==> src/rtl/reg_file_pkg.sv <==
// rtl/reg_file_pkg.sv - shared widths and types for the 16 x 16-bit CPU register file
package reg_file_pkg;

    localparam int DATA_W   = 16;
    localparam int ADDR_W   = 4;
    localparam int NUM_REGS = 2 ** ADDR_W;

    typedef logic [ADDR_W-1:0] reg_addr_t;
    typedef logic [DATA_W-1:0] reg_data_t;

endpackage

==> src/rtl/reg_file_rd_port.sv <==
// rtl/reg_file_rd_port.sv - combinational read mux; write-through forwarding when REG_FILE_BYPASS_EN is defined
module reg_file_rd_port
    import reg_file_pkg::*;
(
    input  reg_data_t regs_i [NUM_REGS],
    input  reg_addr_t ra_i,
    input  logic      rst_n_i,
`ifdef REG_FILE_BYPASS_EN
    input  logic      wr_en_i,
    input  reg_addr_t wa_i,
    input  reg_data_t wd_i,
`endif
    output reg_data_t rd_o
);

    always_comb begin
        rd_o = regs_i[ra_i];
`ifdef REG_FILE_BYPASS_EN
        if (wr_en_i && (wa_i == ra_i)) begin
            rd_o = wd_i;
        end
`endif
        // Forwarded data must not leak out while the file is held in reset.
        if (!rst_n_i) begin
            rd_o = '0;
        end
    end

endmodule

==> src/rtl/reg_file.sv <==
// rtl/reg_file.sv - 16 x 16-bit register file, two async read ports, one sync write port
// Optional write-through forwarding on the read ports: REG_FILE_BYPASS_EN.
module reg_file
    import reg_file_pkg::*;
(
    input  logic      clk,
    input  logic      reset,
    input  reg_addr_t RA1,
    input  reg_addr_t RA2,
    input  reg_addr_t WA,
    input  reg_data_t data_in,
    input  logic      write_enable,
    output reg_data_t data_out1,
    output reg_data_t data_out2
);

    reg_data_t regs_q [NUM_REGS];

    always_ff @(posedge clk or negedge reset) begin
        if (!reset) begin
            for (int i = 0; i < NUM_REGS; i++) begin
                regs_q[i] <= '0;
            end
        end else if (write_enable) begin
            regs_q[WA] <= data_in;
        end
    end

    reg_file_rd_port u_rd_port1 (
        .regs_i  (regs_q),
        .ra_i    (RA1),
        .rst_n_i (reset),
`ifdef REG_FILE_BYPASS_EN
        .wr_en_i (write_enable),
        .wa_i    (WA),
        .wd_i    (data_in),
`endif
        .rd_o    (data_out1)
    );

    reg_file_rd_port u_rd_port2 (
        .regs_i  (regs_q),
        .ra_i    (RA2),
        .rst_n_i (reset),
`ifdef REG_FILE_BYPASS_EN
        .wr_en_i (write_enable),
        .wa_i    (WA),
        .wd_i    (data_in),
`endif
        .rd_o    (data_out2)
    );

endmodule

==> config.mk <==
export PLATFORM = sky130hd
export DESIGN_NAME = reg_file
export DESIGN_NICKNAME = d
export VERILOG_FILES = /design/src/rtl/reg_file_pkg.sv /design/src/rtl/reg_file_rd_port.sv /design/src/rtl/reg_file.sv
export SDC_FILE = /design/constraint.sdc
export NUM_CORES = 1
export LEC_CHECK = 0
export CAP_MARGIN = 20
export CORE_ASPECT_RATIO = 1.1
export CORE_MARGIN = 2
export CORE_UTILIZATION = 43
export DETAILED_ROUTE_END_ITERATION = 10
export HOLD_SLACK_MARGIN = 0.03
export PLACE_DENSITY = 0.64
export SETUP_SLACK_MARGIN = 0.05
export SLEW_MARGIN = 0
export SYNTH_ARGS = -nofsm -noshare
export SYNTH_HDL_FRONTEND = slang
export SYNTH_SLANG_ARGS = --single-unit
export TNS_END_PERCENT = 10
==> constraint.sdc <==
create_clock -name clk -period 3.4 [get_ports clk]
set_input_delay 0.68 -clock clk [delete_from_list [all_inputs] [get_ports clk]]
set_output_delay 0.68 -clock clk [all_outputs]
set_load 0.1 [all_outputs]
[Word-level counts from Yosys, hierarchy flattened]
Cells that the tools add are included.
W data, S select, Z words.
Cells by class
  add/subtract/negate cells: 0
  multiply operators: 0
  divide/modulo/power cells: 0
  magnitude comparators: 4
  equality and inequality tests: 0
  shifts and indexed selects: 0
  muxes and demuxes: 11
  bitwise operators: 3
  reduce and logical (&&, ||, !) cells: 1
Operators by type and width (count)
  $bwmux W256: 1
  $bmux W16 S4: 2
  $mux W16: 7
  $demux W16 S4: 1
  $ge A5 B5 Y1 const B: 3
  $not A4 Y5: 3
  $lt A5 B1 Y1 const B: 1
  $logic_and A1 B1 Y1: 1
Storage, ports and cells
  register bits: 256
  latch bits: 0
  bits in writable memories: 0
  ROM bits: 0
  bits of input ports: 31
  output and inout port bits: 32
  logic and storage cells: 35
  memories kept: 0

[Longest topological paths before layout]
Gate-level depths: netlist of the first run.
  depth after elaboration: 6
  gate-level depth with buffers: 8
  mapped depth without buffers: 4

[Modules after synthesis]
Synthesis of the first run repeated with hierarchy kept, for this count alone.
Unflattened totals
  cells, all modules: 1108
  area, all modules: 14282.4 um2
By module, submodules not included
  reg_file: times used 1, cells an instance 574, area an instance 9650.5 um2, seq. area each 6406.1 um2
  reg_file_rd_port: times used 2, cells an instance 267, area an instance 2316.0 um2, seq. area each 0.0 um2

[Least setup slack after synthesis of the first run]
No wires, ideal clock.
  path kind: input-to-output
  start point: input port RA1[2]
  end point: output port data_out1[2]
  data arrival time: 3.104 ns
  required time: 2.720 ns
  setup slack: -0.384 ns
  stages: 6
  buffers on the path: 2
  cell sequence: buf_2 clkbuf_1 nor2_1 a22oi_1 nand3_1 a21oi_1
On the way
  longest elaborated chain between the ends: 5
Ends and longest elaborated chain
  start: declaration: RTL line reg_file.sv:8  | input reg_addr_t RA1,
  $not A4 Y5 (not written as such): RTL line reg_file_rd_port.sv:17  | rd_o = regs_i[ra_i];
  $bmux W16 S4: RTL line reg_file_rd_port.sv:17
  $mux W16 (not written as such) (2 in series): RTL line reg_file_rd_port.sv:17
  $mux W16: RTL line reg_file_rd_port.sv:24  | if (!rst_n_i) begin
  end: declaration: RTL line reg_file.sv:13  | output reg_data_t data_out1,
No other way between the ends. The select of a mux whose other input is x is not followed.

[Worst setup path in the final report of the first run]
  start point: input port RA2[0]
  end point: output port data_out2[10]
On the way
  longest elaborated chain between the ends: 5
Ends and longest elaborated chain
  start: declaration: RTL line reg_file.sv:9  | input reg_addr_t RA2,
  $not A4 Y5 (not written as such): RTL line reg_file_rd_port.sv:17
  $bmux W16 S4: RTL line reg_file_rd_port.sv:17
  $mux W16 (not written as such) (2 in series): RTL line reg_file_rd_port.sv:17
  $mux W16: RTL line reg_file_rd_port.sv:24
  end: declaration: RTL line reg_file.sv:14  | output reg_data_t data_out2
No other way between the ends. The select of a mux whose other input is x is not followed.

==> metrics.txt, run 1 <==
number of diodes 0; CP Buf/Inv Count 3; CTS Buf Count 29; ranking of synthesized cells by area dfrtp_1 46%, mux4_2 18%, mux2_2 15%, mux2i_1 5.9%, mux2_1 4.1%; Yosys warning total 0; first-pass GRT wire length 57.9 mm; relative slew slack 35.5%; switching part of the total 29.8%; post-CTS setup buffers 0; M1 WL 16.1 mm; DP Wirelength 24.3 mm; Flop pwr share 41.3%; final hold slack 0.174 ns; DR top layer met4; CTS tree done; Critical Path AT 2.56 ns; WP data required 2.72 ns; combinational power share 27.5%; Clock Skew 0 ns; drt total wl 37.4 mm; PD cells 633 nW/um^2; Register Area 6410 um^2; initial antenna violation count 0; CP max FO 10; FF+latch count, synth 256; drt via density 6.07; post-synthesis sequential area ratio 46.4%; critical path depth 6; Synth Flop Type dfrtp_1; synth-to-layout area growth 18.9%; most used cell, CP buf_4; Largest register FFs 256; Final GP Congestion 0.818; Nets 993; status completed; PnR worst setup slack 0.157 ns; fin. max-slew vios 0; share of cells above drive strength 1 47.9%; antenna viol nets, final 0; RSZ-0062 raised after global routing no; Worst-path clk slew 0.06 ns; worst vdd ir 0.406 mV; Filler Cell Count 2659; grt ovf 0; DR vias 8516; critical path type primary input to primary output; Root Buffer clkbuf_16; Core Box Area 31500 um^2; Tightest Pin Transition 0.967 ns; fmax 0.308 GHz; pre-CTS setup slack 0.200 ns; max cap viols 0; # rows 68; largest net degree at the start of global routing 169; met2 wire len 18.7 mm; # DRC 0; Die Width 175 um; largest registers regs_q (256); cell family with most CP delay multiplexers; DRT Pass-1 Iters 5; HP Class primary input to async pin; post-synth cell types 31; met3 WL post-DR 1.89 mm; Critical Path Source Type primary input; Top reg by flops regs_q; Net Sw Power 3.10 mW; Max clock buf depth 3; Initial DRC Count 658; Ports 63; Wirelength per Cell 26.7 um; Period minus WS final 3.24 ns; Syn Area/Cell 15.4 um^2; max incr delay on CP 0.51 ns; final hold violations 0; crit path from RA2[0]; die area 33600 um^2; post-synth net total 926; period utilisation layout 95.4%; Die H 192 um; Crit. End Element primary output; Clock power frac 31.2%; Mapped Area 13800 um^2; Pint 7.30 mW; H-tree Lvls 1; Reg2Reg Launch Point regs_q[215]$_DFFE_PN0P_; cell chain of the critical path buf_4 > buf_4 > mux4_2 > mux2i_1 > o22ai_1 > buf_12; post-layout util 52.2%; CTS Sinks 256; Setup TNS 0 ns; Leakage 6.96 nW; CP max-delay cell mux4_2; post-CTS resize count 0; Final Setup Violations 0; Yosys top cell area share 46.4%; GRT Overall Usage 22.9%; Multi-input gate area 6970 um^2; cell taking the most area after synthesis dfrtp_1; Post-synth EDFFs 0; Reg2Reg Depth 1; async set-reset flop share out of synthesis 100%; initial core utilization 43.9%; Post-Syn Instances 895; clk_lat worst skew 0.54 ns; vias in the first global route 9022; number of port buffers 62
layer usage:
| metal | global-route usage, % | vias to the layer above |
|---|---|---|
| li1 | - | 3593 |
| met1 | 31.2 | 4598 |
| met2 | 39.6 | 264 |
| met3 | 2.99 | 61 |
| met4 | 4.84 | 0 |
| met5 | 0 | - |
kinds of logic after synthesis:
kind of cell | Yosys count | synth area share, %
AO/OA/AOI/OAI | 53 | 2.56
flip-flops | 256 | 46.4
AND/OR/NAND/NOR | 54 | 2.23
buffers and inverters | 82 | 3.24
multiplexers | 450 | 45.6
power by group through the flow:
stage	logic (mW)	registers [mW]	clock network [mW]
final	2.86	4.30	3.24
after global routing	3.04	4.39	3.44
after CTS	2.89	4.28	3.30
after detailed placement	2.88	4.34	0
after global placement	2.84	4.28	0
after floorplan	2.11	4.14	0
through the flow:
step	cell area (um^2)	power, mW	instances
2_1_floorplan	13800	6.24	895
3_3_place_gp	15400	7.12	1349
3_5_place_dp	15400	7.21	1349
4_1_cts	16400	10.5	1403
5_1_grt	16400	10.9	1404
6_report	16400	10.4	1404
layout by cell type, fill, tap and decap left out, types with 2 or more instances in the layout:
cell type | synthesis | layout
bufinv_16 | 0 | 4
clkdlybuf4s50_1 | 0 | 23
o21ai_0 | 2 | 2
mux2_2 | 186 | 186
clkbuf_16 | 0 | 29
nand2b_1 | 8 | 8
mux2_1 | 50 | 50
a21oi_2 | 0 | 2
buf_4 | 8 | 42
clkinv_2 | 0 | 7
nor2_1 | 3 | 3
nand2_1 | 11 | 11
a21oi_1 | 4 | 2
clkbuf_1 | 33 | 7
o22ai_1 | 25 | 25
nor2_2 | 9 | 9
dfrtp_1 | 256 | 256
nand3b_1 | 3 | 3
a22oi_1 | 14 | 14
buf_2 | 27 | 4
mux2_4 | 20 | 20
nand3_1 | 7 | 7
or3_1 | 3 | 3
o211ai_1 | 3 | 3
mux2i_1 | 82 | 82
and2_1 | 3 | 3
clkbuf_8 | 0 | 6
nor2b_1 | 4 | 4
a221oi_1 | 2 | 2
buf_12 | 0 | 46
mux4_2 | 112 | 112
a211oi_1 | 3 | 3
path summary, 6_finish.rpt:
check	endpoint	slack, ns
setup reg to reg	regs_q[215]$_DFFE_PN0P_	2.56
max in group asynchronous	regs_q[25]$_DFFE_PN0P_	1.97
setup / recovery	data_out2[10]	0.16
min in group clk	regs_q[60]$_DFFE_PN0P_	0.51
hold reg to reg	regs_q[60]$_DFFE_PN0P_	0.51
hold / removal	regs_q[165]$_DFFE_PN0P_	0.17
cells in the mapped netlist (3+ instances only):
| library cell | n |
|---|---|
| dfrtp_1 | 256 |
| mux2_2 | 186 |
| mux4_2 | 112 |
| mux2i_1 | 82 |
| mux2_1 | 50 |
| clkbuf_1 | 33 |
| buf_2 | 27 |
| o22ai_1 | 25 |
| mux2_4 | 20 |
| a22oi_1 | 14 |
| nand2_1 | 11 |
| buf_6 | 10 |
| nor2_2 | 9 |
| buf_4 | 8 |
| nand2b_1 | 8 |
| nand3_1 | 7 |
| a21oi_1 | 4 |
| nor2b_1 | 4 |
| a211oi_1 | 3 |
| and2_1 | 3 |
| buf_1 | 3 |
| nand3b_1 | 3 |
| nor2_1 | 3 |
| o211ai_1 | 3 |
| or3_1 | 3 |
area by class of cell:
type | count | share of cell area (%)
Clock buffer | 42 | 5.08
Clock inverter | 11 | 0.944
Tap cell | 420 | 3.20
Timing Repair Buffer | 118 | 9.37
Sequential cell | 256 | 39.0
Multi-Input combinational cell | 557 | 42.4
repair_timing:
item                       in CTS  in global routing
hold buffers                    1                  0
setup endpoints to repair       0                  0
hold endpoints to repair       14                  0
Note: power is estimated with default switching activity, not from simulation.
==> run 2, diff against run 1 <==
--- a/config.mk
+++ b/config.mk
@@ -8,10 +8,10 @@
 export CAP_MARGIN = 20
 export CORE_ASPECT_RATIO = 1.1
 export CORE_MARGIN = 2
-export CORE_UTILIZATION = 43
+export CORE_UTILIZATION = 65
 export DETAILED_ROUTE_END_ITERATION = 10
 export HOLD_SLACK_MARGIN = 0.03
-export PLACE_DENSITY = 0.64
+export PLACE_DENSITY = 0.89
 export SETUP_SLACK_MARGIN = 0.05
 export SLEW_MARGIN = 0
 export SYNTH_ARGS = -nofsm -noshare
==> metrics.txt, run 2 (synthesis results as in run 1) <==
Nets 980 (-1.3%); DP Area 15100 um^2 (-1.7%); Clock Skew 0 ns (unchanged); period utilisation layout 94.3% (-1.1 points); reg-to-reg setup timing slack 2.54 ns (-0.02 ns); Max clock buf depth 3 (unchanged); Crit. End Element primary output; Critical Path Source Type primary input; drt via density 7.18 (+18%); die area 22400 um^2 (-33%); # rows 55 (-19%); CP Buf/Inv Count 3 (unchanged); Reg2Reg Launch Point regs_q[253]$_DFFE_PN0P_; largest registers regs_q (256); max incr delay on CP 0.52 ns (about the same); Ports 63 (unchanged); critical path type primary input to primary output; worst vdd ir 0.468 mV (+15%); Largest register FFs 256 (unchanged); synth-to-layout area growth 15.7%; max cap viols 0 (unchanged); Final Setup Violations 0 (unchanged); crit path from RA1[0]; # DRC 0 (unchanged); grt ovf 0 (unchanged); final hold violations 0 (unchanged); Initial DRC Count 923 (+40%); leading cell type in the layout, fill and taps excluded dfrtp_1; HP Class primary input to async pin; Tightest Pin Transition 0.795 ns (-0.172 ns); most used cell, CP buf_12; RR Endpoint regs_q[253]$_DFFE_PN0P_; final hold slack 0.0304 ns (-0.143 ns); Filler Cell Count 1141 (-57%); number of port buffers 62 (unchanged); fmax 0.312 GHz (+1.2%); most frequent cells in the layout 256 x dfrtp_1, 186 x mux2_2, 112 x mux4_2; Die H 157 um (-18%); Critical Path AT 2.52 ns (-0.04 ns); Die Width 143 um (-18%); initial antenna violation count 2 (+2); largest net degree at the start of global routing 63 (-63%); DR vias 9014 (+5.8%); relative slew slack 47.0% (+11 points); Final GP Congestion 0.869 (+6.2%); H-tree Lvls 1 (unchanged); initial core utilization 66.7% (+23 points); CTS tree done; DRT Pass-1 Iters 5 (unchanged); Top reg by flops regs_q; CP max FO 17 (+7); CTS Buf Count 27 (-6.9%); WP data required 2.72 ns (about the same); PD cells 630 nW/um^2 (-0.57%); Period minus WS final 3.20 ns (-0.0382 ns); DP Wirelength 22.7 mm (-6.5%); antenna viol nets, final 0 (unchanged); CP max-delay cell mux4_2; drt total wl 37.3 mm (-0.42%); CTS Sinks 256 (unchanged); clk_lat worst skew 0.54 ns (about the same); Setup TNS 0 ns (unchanged); status completed; share of cells above drive strength 1 47.0% (-0.86 points); vias in the first global route 9684 (+7.3%); post-CTS setup buffers 0 (unchanged); Final Cell Area 16000 um^2 (-2.7%); fin. max-slew vios 0 (unchanged); post-CTS resize count 0 (unchanged); Worst-path clk slew 0.06 ns (about the same); Reg2Reg Depth 1 (unchanged); cell chain of the critical path buf_4 > buf_12 > mux4_2 > mux2i_1 > o22ai_1 > buf_12; RSZ-0062 raised after global routing no; first-pass GRT wire length 58.2 mm (+0.58%); Core Box Area 20700 um^2 (-34%); GRT Overall Usage 35.1% (+12 points); cell family with most CP delay multiplexers; Root Buffer clkbuf_16; Wirelength per Cell 29.7 um (+11%); Leakage 6.81 nW (-2.2%)
## run 2: cell types whose count changed in the layout (fill, tap and decap cells not counted)
cell,previous run,this run
clkbuf_16,29,27
buf_12,46,44
clkbuf_8,6,3
buf_16,1,0
clkinvlp_4,0,2
inv_6,0,1
diode_2,0,2
buf_4,42,34
bufinv_16,4,1
## run 2: worst max path at each step
| stage | to | slack, ns | cells past startpoint |
|---|---|---|---|
| 2_1_floorplan | data_out1[7] | -0.38 | 6 |
| 3_3_place_gp | data_out1[6] | 0.26 | 6 |
| 3_5_place_dp | data_out1[6] | 0.26 | 6 |
| 4_1_cts | data_out1[6] | 0.26 | 6 |
| 5_1_grt | data_out1[6] | 0.17 | 6 |
| 6_report | data_out1[6] | 0.20 | 6 |
## run 2: metal layers
metal	track usage (%)	vias to the layer above	wire, um
met3	7.18	130	3360
met5	0	-	0
met2	54.9	522	18000
li1	-	3574	-
met4	14.5	0	1490
met1	48.9	4788	14400
## run 2: report_power, final
part	total [mW]	internal, mW	switching, mW
Sequential	4.35	3.76	0.586
Clock	2.82	1.60	1.21
Combinational	2.90	1.54	1.36
## run 2: through the flow
step / utilization (%) / std cells / setup WS (ns) / power, mW
2_1_floorplan: - / 895 / -0.383 / 6.24
5_1_grt: 77.2 / 1255 / 0.165 / 10.4
6_report: 77.2 / 1255 / 0.195 / 10.1
4_1_cts: 77.1 / 1253 / 0.262 / 10.0
3_5_place_dp: 73.1 / 1204 / 0.259 / 7.21
3_3_place_gp: 73.1 / 1204 / 0.262 / 7.04
## run 2: cell type report
class	count	area, um^2	area share (%)
Antenna cell	2	5.00	0.0313
Clock buffer	37	743	4.65
Clock inverter	11	88.8	0.556
Tap cell	285	357	2.23
Timing Repair Buffer	107	1410	8.83
Multi-Input combinational cell	557	6970	43.6
Sequential cell	256	6410	40.1
## run 2: what timing repair did
action	in CTS	in global routing
hold buffers	1	0
endpoints found under the setup margin	0	0
endpoints found under the hold margin	1	0
==> run 3, diff against run 2 <==
--- a/config.mk
+++ b/config.mk
@@ -6,7 +6,7 @@
 export NUM_CORES = 1
 export LEC_CHECK = 0
 export CAP_MARGIN = 20
-export CORE_ASPECT_RATIO = 1.1
+export CORE_ASPECT_RATIO = 0.6
 export CORE_MARGIN = 2
 export CORE_UTILIZATION = 65
 export DETAILED_ROUTE_END_ITERATION = 10
==> metrics.txt, run 3 (synthesis results as in run 1) <==
CP Buf/Inv Count 3 (unchanged); pre-CTS setup slack 0.263 ns (+0.00405 ns); Final Non-Filler Cells 1249 (-0.48%); Period minus WS final 3.29 ns (+0.0828 ns); WP data required 2.72 ns (about the same); share of cells above drive strength 1 47.4% (+0.36 points); Initial DRC Count 1092 (+18%); Wirelength per Cell 31.1 um (+4.6%); combinational power share 28.9% (about the same); fmax 0.304 GHz (-2.5%); Net Sw Power 3.20 mW (+1.2%); post-layout util 76.4% (-0.73 points); # rows 41 (-25%); initial antenna violation count 0 (-2); Design Power 10.2 mW (+1.2%); clk_lat worst skew 0.53 ns (about the same); Top reg by flops regs_q; most frequent cells in the layout 256 x dfrtp_1, 186 x mux2_2, 112 x mux4_2; Clock power frac 28.3% (+0.3 points); fin. max-slew vios 0 (unchanged); met1 Use GR 52.3% (+3.4 points); CP max-delay cell dlygate4sd3_1; grt ovf 0 (unchanged); Crit. End Element primary output; status completed; Top Usage Layer GRT met2; largest registers regs_q (256); worst vdd ir 0.541 mV (+16%); drt total wl 38.8 mm (+4.1%); Max clock buf depth 3 (unchanged); max cap viols 0 (unchanged); CTS Sinks 256 (unchanged); Leakage 6.82 nW (+0.16%); PD cells 637 nW/um^2 (+1.1%); cell family with most CP delay buffers and inverters; die area 22500 um^2 (+0.17%); Final GP Congestion 0.998 (+15%); Die Width 192 um (+34%); max incr delay on CP 0.56 ns (+0.04 ns); cell chain of the critical path dlygate4sd3_1 > buf_8 > nand2_1 > o22ai_1 > buf_12; Flop pwr share 42.8% (-0.4 points); Largest register FFs 256 (unchanged); PnR worst setup slack 0.112 ns (-0.0828 ns); initial core utilization 66.0% (-0.69 points); # DRC 0 (unchanged); first-pass GRT wire length 58.7 mm (+0.83%); Root Buffer clkbuf_16; leading cell type in the layout, fill and taps excluded dfrtp_1; post-CTS setup buffers 0 (unchanged); period utilisation layout 96.7% (+2.4 points); final hold violations 0 (unchanged); Tightest Pin Transition 0.963 ns (+0.168 ns); Setup TNS 0 ns (unchanged); GRT Overall Usage 36.2% (+1.1 points); Die H 117 um (-25%); antenna viol nets, final 0 (unchanged); H-tree Lvls 1 (unchanged); met2 GRT Util 52.8% (-2.1 points); critical path type primary input to primary output; Clock Skew 0 ns (unchanged); Nets 982 (+0.20%); synth-to-layout area growth 15.8% (about the same); largest net degree at the start of global routing 78 (+24%); vias in the first global route 9480 (-2.1%); CP max FO 28 (+11); Critical Path AT 2.61 ns (+0.09 ns); Final Setup Violations 0 (unchanged); Critical Path Source Type primary input; met3 Use GR 11.5% (+4.3 points); CTS Buf Count 24 (-11%); RSZ-0062 raised after global routing yes; Core Box Area 20900 um^2 (+1.0%); number of port buffers 62 (unchanged); Worst-path clk slew 0.06 ns (about the same); DR vias 9138 (+1.4%); drt via density 7.32 (+1.9%); switching part of the total 31.4% (about the same); DP Wirelength 24.6 mm (+8.5%); placed cell count 1203 (-0.083%); DRT Pass-1 Iters 5 (unchanged); HP Class register to register; CTS tree done; relative slew slack 35.8% (-11 points); Pint 6.99 mW (+1.2%); Ports 63 (unchanged)
==> run 3: changes by cell type in the layout (fill, tap and decap cells not counted) <==
| cell | previous run | this run |
|---|---|---|
| clkinv_2 | 7 | 4 |
| o22ai_2 | 0 | 1 |
| inv_6 | 1 | 0 |
| buf_12 | 44 | 42 |
| buf_4 | 34 | 41 |
| bufinv_16 | 1 | 3 |
| o22ai_1 | 25 | 24 |
| clkbuf_16 | 27 | 25 |
| clkbuf_8 | 3 | 5 |
| diode_2 | 2 | 1 |
| clkbuf_1 | 7 | 5 |
==> run 3: path summary, 6_finish.rpt <==
kind                            slack (ns)  cells past startpoint                 endpoint                    start
worst max-delay path                  0.11                      5             data_out1[1]                    reset
worst min-delay path                  0.52                      1  regs_q[220]$_DFFE_PN0P_  regs_q[220]$_DFFE_PN0P_
worst max register to register        2.54                      1  regs_q[250]$_DFFE_PN0P_  regs_q[250]$_DFFE_PN0P_
worst min register to register        0.52                      1  regs_q[220]$_DFFE_PN0P_  regs_q[220]$_DFFE_PN0P_
max in group asynchronous             1.27                      4   regs_q[56]$_DFFE_PN0P_                    reset
min in group asynchronous             0.59                      2  regs_q[112]$_DFFE_PN0P_                    reset
==> run 3: metal layers <==
| metal | wire (um) | up-vias |
|---|---|---|
| li1 | - | 3586 |
| met1 | 15700 | 4820 |
| met2 | 16900 | 597 |
| met3 | 4600 | 135 |
| met4 | 1530 | 0 |
| met5 | 0 | - |
==> run 3: power by group through the flow <==
stage	logic [mW]	registers, mW	clock network, mW
after global placement	2.81	4.28	0
after floorplan	2.11	4.14	0
final	2.94	4.36	2.88
after detailed placement	2.89	4.36	0
after global routing	3.07	4.42	3.04
after CTS	2.93	4.33	2.91
==> run 3: cell type report <==
cell class	instances	area, um^2
antenna	1	2.50
clock buffer	35	713
clock inverter	9	125
fill	1202	4930
multi-input combinational	557	6980
sequential	256	6410
tap	279	349
timing repair buffer	112	1420
==> run 3: repair_timing <==
item                                    in CTS  in global routing
gates resized for setup                      0                  1
endpoints found under the setup margin       0                  2
hold buffers                                 1                  0
hold endpoints to repair                    18                  0
==> run 3: stage by stage <==
step | instance area [um^2] | hold WS, ns
floorplan | 13800 | 0.384
global placement | 15100 | 0.489
detailed placement | 15100 | 0.505
CTS | 16000 | 0.524
global route | 16000 | 0.536
finish | 16000 | 0.521
